===== config.mk =====
export PLATFORM = sky130hd
export DESIGN_NAME = dmem_arbiter
export DESIGN_NICKNAME = d
export VERILOG_FILES = /design/src/rtl/dmem_arbiter_pkg.sv /design/src/rtl/dmem_starve_cnt.sv /design/src/rtl/dmem_arbiter.sv
export SDC_FILE = /design/constraint.sdc
export NUM_CORES = 1
export LEC_CHECK = 0
export ABC_AREA = 1
export CORE_MARGIN = 2
export CORE_UTILIZATION = 37
export CTS_BUF_LIST = sky130_fd_sc_hd__clkbuf_8
export CTS_CLUSTER_DIAMETER = 100
export DETAILED_ROUTE_END_ITERATION = 12
export PLACE_DENSITY = 0.84
export SLEW_MARGIN = 20
export SYNTH_ARGS = -nofsm -noshare
export SYNTH_HDL_FRONTEND = slang
export SYNTH_SLANG_ARGS = --single-unit

===== constraint.sdc =====
create_clock -name clk -period 2.35 [get_ports clk]
set_clock_uncertainty 0.05 [all_clocks]
set_input_delay 0.705 -clock clk [delete_from_list [all_inputs] [get_ports clk]]
set_output_delay 0.705 -clock clk [all_outputs]
set_load 0.01 [all_outputs]

===== src/rtl/dmem_arbiter_pkg.sv =====
`default_nettype none
// ============================================================================
// Module   : dmem_arbiter_pkg
// Purpose  : Shared owner-state encoding, data-region tag and starvation
//            limit default for the data-memory arbiter.
// Revision : 1.0 - initial release
// ============================================================================
package dmem_arbiter_pkg;

    // Who owns the memory port in the cycle after an accept
    typedef enum logic [1:0] {
        ST_IDLE    = 2'd0,
        ST_CPU_CYC = 2'd1,
        ST_DMA_CYC = 2'd2,
        ST_DMA_ERR = 2'd3
    } owner_state_e;

    // Upper address byte that identifies the data memory region
    localparam logic [7:0] DATA_REGION = 8'h00;

    // Consecutive refusals the DMA tolerates before it takes priority
    localparam int unsigned STARVE_LIMIT_DEFAULT = 4;

    // True when a byte address falls inside the data memory region
    function automatic logic is_data_region(input logic [31:0] addr);
        return (addr[31:24] == DATA_REGION);
    endfunction

endpackage : dmem_arbiter_pkg
`default_nettype wire


===== src/rtl/dmem_starve_cnt.sv =====
`default_nettype none
// ============================================================================
// Module   : dmem_starve_cnt
// Purpose  : Counts consecutive cycles the DMA request is refused, saturating
//            at STARVE_LIMIT; cleared on a DMA grant or when DMA stops asking.
// Revision : 1.0 - initial release
// ============================================================================
module dmem_starve_cnt #(
    parameter int unsigned STARVE_LIMIT = 4
) (
    input  logic       clk,
    input  logic       rst_n,
    input  logic       dma_req,
    input  logic       dma_gnt,
    output logic [3:0] wait_cnt
);

    localparam logic [3:0] LIMIT = 4'(STARVE_LIMIT);

    logic [3:0] wait_cnt_d;
    logic [3:0] wait_cnt_q;

    // Next count: clear when the DMA is served or idle, else saturating +1
    always_comb begin
        wait_cnt_d = wait_cnt_q;
        if (!dma_req || dma_gnt) begin
            wait_cnt_d = 4'd0;
        end else if (wait_cnt_q < LIMIT) begin
            wait_cnt_d = wait_cnt_q + 4'd1;
        end
    end

    // Counter register
    always_ff @(posedge clk or negedge rst_n) begin
        if (!rst_n) begin
            wait_cnt_q <= 4'd0;
        end else begin
            wait_cnt_q <= wait_cnt_d;
        end
    end

    assign wait_cnt = wait_cnt_q;

endmodule : dmem_starve_cnt
`default_nettype wire


===== src/rtl/dmem_arbiter.sv =====
`default_nettype none
// ============================================================================
// Module   : dmem_arbiter
// Purpose  : Two-master (CPU, DMA) arbiter in front of a single-port data
//            memory. CPU has priority unless the DMA has been starved for
//            STARVE_LIMIT cycles. Accepted commands are registered and
//            presented to the memory one cycle later; DMA accesses outside
//            the data region are dropped with a one-cycle error pulse.
// Revision : 1.0 - initial release
// ============================================================================
import dmem_arbiter_pkg::*;

module dmem_arbiter #(
    parameter int unsigned STARVE_LIMIT = STARVE_LIMIT_DEFAULT
) (
    input  logic        clk,
    input  logic        rst_n,
    // CPU port
    input  logic        cpu_req,
    input  logic        cpu_we,
    input  logic [31:0] cpu_addr,
    input  logic [31:0] cpu_wdata,
    output logic        cpu_gnt,
    output logic        cpu_rvalid,
    // DMA port
    input  logic        dma_req,
    input  logic        dma_we,
    input  logic [31:0] dma_addr,
    input  logic [31:0] dma_wdata,
    output logic        dma_gnt,
    output logic        dma_rvalid,
    output logic        dma_err,
    // Data memory port
    output logic [31:0] mem_addr,
    output logic [31:0] mem_wdata,
    output logic        mem_write,
    output logic        mem_read,
    input  logic [31:0] mem_rdata,
    output logic [31:0] rdata
);

    localparam logic [3:0] LIMIT = 4'(STARVE_LIMIT);

    logic [3:0]   wait_cnt;
    logic         dma_starved;

    owner_state_e state_d, state_q;
    logic [31:0]  addr_d,  addr_q;
    logic [31:0]  wdata_d, wdata_q;
    logic         we_d,    we_q;
    logic         mem_cyc;

    dmem_starve_cnt #(
        .STARVE_LIMIT (STARVE_LIMIT)
    ) u_starve_cnt (
        .clk      (clk),
        .rst_n    (rst_n),
        .dma_req  (dma_req),
        .dma_gnt  (dma_gnt),
        .wait_cnt (wait_cnt)
    );

    assign dma_starved = (wait_cnt == LIMIT);

    // Grants are combinational; holding them low in reset means a command
    // presented while reset is asserted can never be accepted.
    assign dma_gnt = rst_n & dma_req & (~cpu_req | dma_starved);
    assign cpu_gnt = rst_n & cpu_req & ~(dma_req & dma_starved);

    // Next owner and command capture; a dropped DMA access leaves the
    // previous command registers untouched.
    always_comb begin
        state_d = ST_IDLE;
        addr_d  = addr_q;
        wdata_d = wdata_q;
        we_d    = we_q;
        if (cpu_gnt) begin
            state_d = ST_CPU_CYC;
            addr_d  = cpu_addr;
            wdata_d = cpu_wdata;
            we_d    = cpu_we;
        end else if (dma_gnt) begin
            if (is_data_region(dma_addr)) begin
                state_d = ST_DMA_CYC;
                addr_d  = dma_addr;
                wdata_d = dma_wdata;
                we_d    = dma_we;
            end else begin
                state_d = ST_DMA_ERR;
            end
        end
    end

    // Owner state and registered command
    always_ff @(posedge clk or negedge rst_n) begin
        if (!rst_n) begin
            state_q <= ST_IDLE;
            addr_q  <= 32'd0;
            wdata_q <= 32'd0;
            we_q    <= 1'b0;
        end else begin
            state_q <= state_d;
            addr_q  <= addr_d;
            wdata_q <= wdata_d;
            we_q    <= we_d;
        end
    end

    // Memory strobes only in cycles that actually own the memory
    assign mem_cyc    = (state_q == ST_CPU_CYC) || (state_q == ST_DMA_CYC);
    assign mem_addr   = addr_q;
    assign mem_wdata  = wdata_q;
    assign mem_write  = mem_cyc & we_q;
    assign mem_read   = mem_cyc & ~we_q;

    assign cpu_rvalid = (state_q == ST_CPU_CYC) & ~we_q;
    assign dma_rvalid = (state_q == ST_DMA_CYC) & ~we_q;
    assign dma_err    = (state_q == ST_DMA_ERR);

    assign rdata      = mem_rdata;

endmodule : dmem_arbiter
`default_nettype wire


# Word-level counts from Yosys, hierarchy flattened

Index checks and enable logic that the tools add are counted.

Add/sub/neg operators: 1
Magnitude comparators: 1
Eq/ne operators: 4
Muxes and demuxes: 14
Bitwise logic cells: 13
Reduce and logical (&&, ||, !) cells: 8

Operator list:

| kind                                                | count |
|---|---|
| 2-to-1 mux 32 bit                                   | 6 |
| bitwise AND 1 bit                                   | 9 |
| logical NOT 8 bit                                   | 1 |
| 2-to-1 mux 4 bit                                    | 2 |
| nonzero test 2 bit                                  | 3 |
| adder 4 x 1 -> 4 bit (second input constant)        | 1 |
| == test 2 bit (second input constant)               | 2 |
| == test 4 x 3 -> 1 bit (second input constant)      | 1 |
| < comparator 4 x 3 -> 1 bit (second input constant) | 1 |
| 2-to-1 mux 1 bit                                    | 4 |
| 2-to-1 mux 2 bit                                    | 2 |
| NOT 1 bit                                           | 3 |
| == test 2 x 1 -> 1 bit (second input constant)      | 1 |
| logical OR 1 bit                                    | 2 |
| AND reduction 2 bit                                 | 1 |
| logical NOT 1 bit                                   | 1 |
| OR 1 bit                                            | 1 |

Flip-flop bits (word level): 71
Input bits: 166
Output and inout port bits: 103
Logic and storage cells: 46

# Longest topological paths before layout

Word-level depth: 6
Gate-level depth with buffers: 12
Gate-level depth less buffers: 10

# Cells and area by module

Synthesis repeated with hierarchy kept, for this count alone.

Cells, all modules: 562
Area, all modules: 4,081.4 um^2

By module, submodules not included:

| module          | times used | cells each | area each (um^2) | seq. area each (um^2) |
|---|---|---|---|---|
| dmem_arbiter    | 1          | 540        | 3,891.2          | 1,676.6 |
| dmem_starve_cnt | 1          | 22         | 190.2            | 100.1 |

# Worst setup path before layout

Ideal clock, no wire load.

Kind: reg2out
Start point: reg u_starve_cnt.wait_cnt_q[0] (netlist: u_starve_cnt.wait_cnt[0])
End point: out cpu_gnt
Data arrival time: 1.272 ns
Data required time: 1.595 ns
Path slack: 0.323 ns
Stages on the path, launching flop included: 9
Buffers on the path: 1
Path through: dfrtp_1 > inv_1 > ha_1 > nand2_1 > nor2_1 > nand2_1 > nand2_2 > buf_4 > clkinv_1

Longest elaborated chain between the ends: 4

Ends and longest elaborated chain:

| element                | RTL line              | RTL |
|---|---|---|
| start, declared        | dmem_starve_cnt.sv:21 | `logic [3:0] wait_cnt_q;` |
| start signal, assigned | dmem_starve_cnt.sv:38 | `wait_cnt_q <= wait_cnt_d;` |
| == test 4 x 3 -> 1 bit | dmem_arbiter.sv:63    | `assign dma_starved = (wait_cnt == LIMIT);` |
| bitwise AND 1 bit      | dmem_arbiter.sv:68    | `assign cpu_gnt = rst_n & cpu_req & ~(dma_req & dma_starved);` |
| NOT 1 bit              | dmem_arbiter.sv:68    |  |
| bitwise AND 1 bit      | dmem_arbiter.sv:68    |  |
| end, declared          | dmem_arbiter.sv:23    | `output logic cpu_gnt,` |

Every way passes these cells.

# Final worst setup path

Start point: reg u_starve_cnt.wait_cnt_q[1] (netlist: u_starve_cnt.wait_cnt[1])
End point: out dma_gnt

Longest elaborated chain between the ends: 3

Ends and longest elaborated chain:

| element                | RTL line           | RTL |
|---|---|---|
| == test 4 x 3 -> 1 bit | dmem_arbiter.sv:63 |  |
| OR 1 bit               | dmem_arbiter.sv:67 | `assign dma_gnt = rst_n & dma_req & (~cpu_req \| dma_starved);` |
| bitwise AND 1 bit      | dmem_arbiter.sv:67 |  |
| end, declared          | dmem_arbiter.sv:30 | `output logic dma_gnt,` |

Every way passes these cells.

==> impl_metrics.json <==
{
  "finalCriticalPeriod_ns": 2.27,
  "ys.flop_type": "dfrtp_1",
  "status": "completed",
  "cp_top_family": "flip-flops",
  "grt_pass1_wl_mm": 18.5,
  "start_util": 0.381,
  "r2r_slack_ns": 0.25,
  "max_slew_margin": 0.587,
  "routed_wl_mm": 11.6,
  "synth-edff-count": 0,
  "netlist.area_leader.share": 0.451,
  "ir_drop_mv": 0.348,
  "grt_max_degree": 61,
  "ant_nets": 0,
  "die-area_mm2": 0.0115,
  "yosysSeqAreaShare": 0.451,
  "critPathKind": "reg -> out",
  "cts_tree": "yes",
  "clkTransAtPathRegs_ns": 0.08,
  "reg2reg_to": "mem_wdata[27]$_DFFE_PN0P_",
  "yosys-top-cells-area": "dfrtp_1 45%, nand2_1 31%, nand3_1 7.5%, buf_4 7.2%, buf_2 1.8%",
  "synthArstFlopShare": 1.00,
  "design_area_mm2": 0.00613,
  "ios": 269,
  "crit_path_start_kind": "flop",
  "drv_cap": 0,
  "synth_top_area_cell": "dfrtp_1",
  "cts_max_level": 3,
  "final_max_slew_viol_count": 0,
  "hold_viol": 0,
  "fp-row-count": 37,
  "required_ns": 1.59,
  "power_frac_comb": 0.324,
  "synth_common_cells": "320 x nand2_1, 71 x dfrtp_1, 59 x nand3_1, 38 x buf_4, 15 x nor2_1",
  "leakagePower_nw": 3.09,
  "cts_buffers": 9,
  "yosysMostFrequentCell": "nand2_1",
  "wire_per_inst_um": 13.4,
  "seqPwrFrac": 0.381,
  "slowest_stage": "dfrtp_1",
  "setup_violations": 0,
  "hold_class": "in -> async",
  "synth-seq-cells": 71,
  "syn_area_mm2": 0.00394,
  "synth_nets": 725,
  "antenna_found_initial": 0,
  "layout.cells.non_filler": 864,
  "clkSinkCount": 71,
  "fin_crit_sh": 0.968,
  "reg2regPathDepth": 12,
  "internal_power_mw": 3.04,
  "tightest_slew_ns": 0.620,
  "grt_pass1_vias": 4002,
  "crit_path_end_kind": "output port",
  "grtUsageTotal": 0.202,
  "layout-drive-gt1-share": 0.0632,
  "placedInstanceArea_mm2": 0.00583,
  "chipWidth_um": 107,
  "crit_path_max_fanout": 2,
  "cts_root_buf": "clkbuf_8",
  "clock_path_buffers": 2,
  "dieHeight_um": 107,
  "vias": 4087,
  "num-nets-final": 894,
  "p_clk_frac": 0.295,
  "whs_ns": 0.321,
  "dpl.cell_count": 843,
  "num-fill-cells": 939,
  "port_buffers": 204,
  "synthToLayoutAreaGrowth_pct": 55.8,
  "vias_per_cell": 4.73,
  "max_stage_delay_ns": 0.40,
  "drt-pass1-iter-count": 4,
  "drt_iter0_drc": 231,
  "ctsHoldBuffers": 0,
  "postLayoutCoreUtil": 0.594,
  "synth_cell_type_count": 18,
  "crit_chain": "inv_2, ha_2, nand3_1, a21oi_2, clkdlybuf4s15_2",
  "netlist_instances": 554,
  "path_buf_inv": 2,
  "power_mw": 4.20,
  "p_switching_mw": 1.16,
  "synth_warnings": 0,
  "powerDensity_mw_per_mm2": 686,
  "worstSkewPairLatency_ns": 0.33,
  "crit_arrival_ns": 1.52,
  "swShare": 0.277,
  "worstReg2RegStart": "u_starve_cnt.wait_cnt[1]$_DFFE_PN0P_",
  "core_mm2": 0.0103,
  "syn_area_per_cell_um2": 7.11,
  "drc_errors": 0,
  "diodes": 0,
  "gp_congestion": 0.857,
  "overflow": 0,
  "hpwl_mm": 8.45,
  "max_freq_mhz": 440
}
## power by group through the flow
stage	registers [mW]	logic [mW]	clock network, mW
after floorplan	1.73	0.445	0
after global placement	1.61	1.33	0
after detailed placement	1.62	1.36	0
after CTS	1.60	1.37	1.28
after global routing	1.63	1.48	1.33
final	1.60	1.36	1.24
## cell usage in the layout (no fill, tap or decap), types with 2 or more instances in the layout
master and instances:
a21oi_1 3, dlygate4sd2_1 6, clkdlybuf4s50_1 194, nand2_2 3, buf_12 2, inv_1 8, clkbuf_8 12, bufinv_16 3
inv_2 3, ha_1 4, nand2_1 317, nor2_1 14, dfrtp_1 71, buf_4 15, nand3_1 59
## flip-flops by register name, indices dropped and copies added, names as in the netlist
register               cells
u_starve_cnt.wait_cnt      4
mem_addr                  32
we_q                       1
state_q                    2
mem_wdata                 32
## timing repair
action,in CTS,in global routing
setup buffers,3,2
gates resized for setup,16,4
hold endpoints to repair,0,0
pin swaps,1,3
endpoints found under the setup margin,46,68
## stage by stage
stage                     TNS [ns]  worst slack (ns)
final                            0            0.0752
after detailed placement    -24.47            -0.459
after global routing       -0.0239           -0.0154
after floorplan                  0             0.323
after global placement      -21.28            -0.435
after CTS                        0            0.0327
## per-layer routing
metal,GRT usage,wire length (µm),up-vias
li1,-,-,2002
met1,0.225,4480,1876
met2,0.357,5770,190
met3,0.0663,1140,19
met4,0.0770,197,0
met5,0,0,-
## cell families (layout without fill, tap and decap cells)
kind of cell | count (synthesis) | count (layout) | synth area share
XOR/XNOR | 1 | 1 | 0.00223
buffers and inverters | 75 | 249 | 0.124
flip-flops | 71 | 71 | 0.451
AO/OA/AOI/OAI | 6 | 6 | 0.00922
adder cells (fa/ha/maj) | 5 | 5 | 0.0159
AND/OR/NAND/NOR | 396 | 396 | 0.398
## worst max-delay path by stage
stage                                                    start      end  slack [ns]  cells after the start
after floorplan           u_starve_cnt.wait_cnt[0]$_DFFE_PN0P_  cpu_gnt        0.32                      8
after global placement                                 cpu_req  cpu_gnt       -0.44                      6
after detailed placement                               dma_req  dma_gnt       -0.46                      4
after CTS                 u_starve_cnt.wait_cnt[0]$_DFFE_PN0P_  dma_gnt        0.03                      5
after global routing      u_starve_cnt.wait_cnt[1]$_DFFE_PN0P_  dma_gnt       -0.02                      5
final                     u_starve_cnt.wait_cnt[1]$_DFFE_PN0P_  dma_gnt        0.08                      5
## area by class of cell
cell class	count	area, µm²	share of cell area
clock buffer	12	165	0.0269
inverter	12	45.0	0.00734
timing repair buffer	221	2190	0.357
tap	136	170	0.0277
sequential	71	1780	0.290
clock inverter	4	98.8	0.0161
multi-input combinational	408	1690	0.276
(Power assumes the default switching activity.)
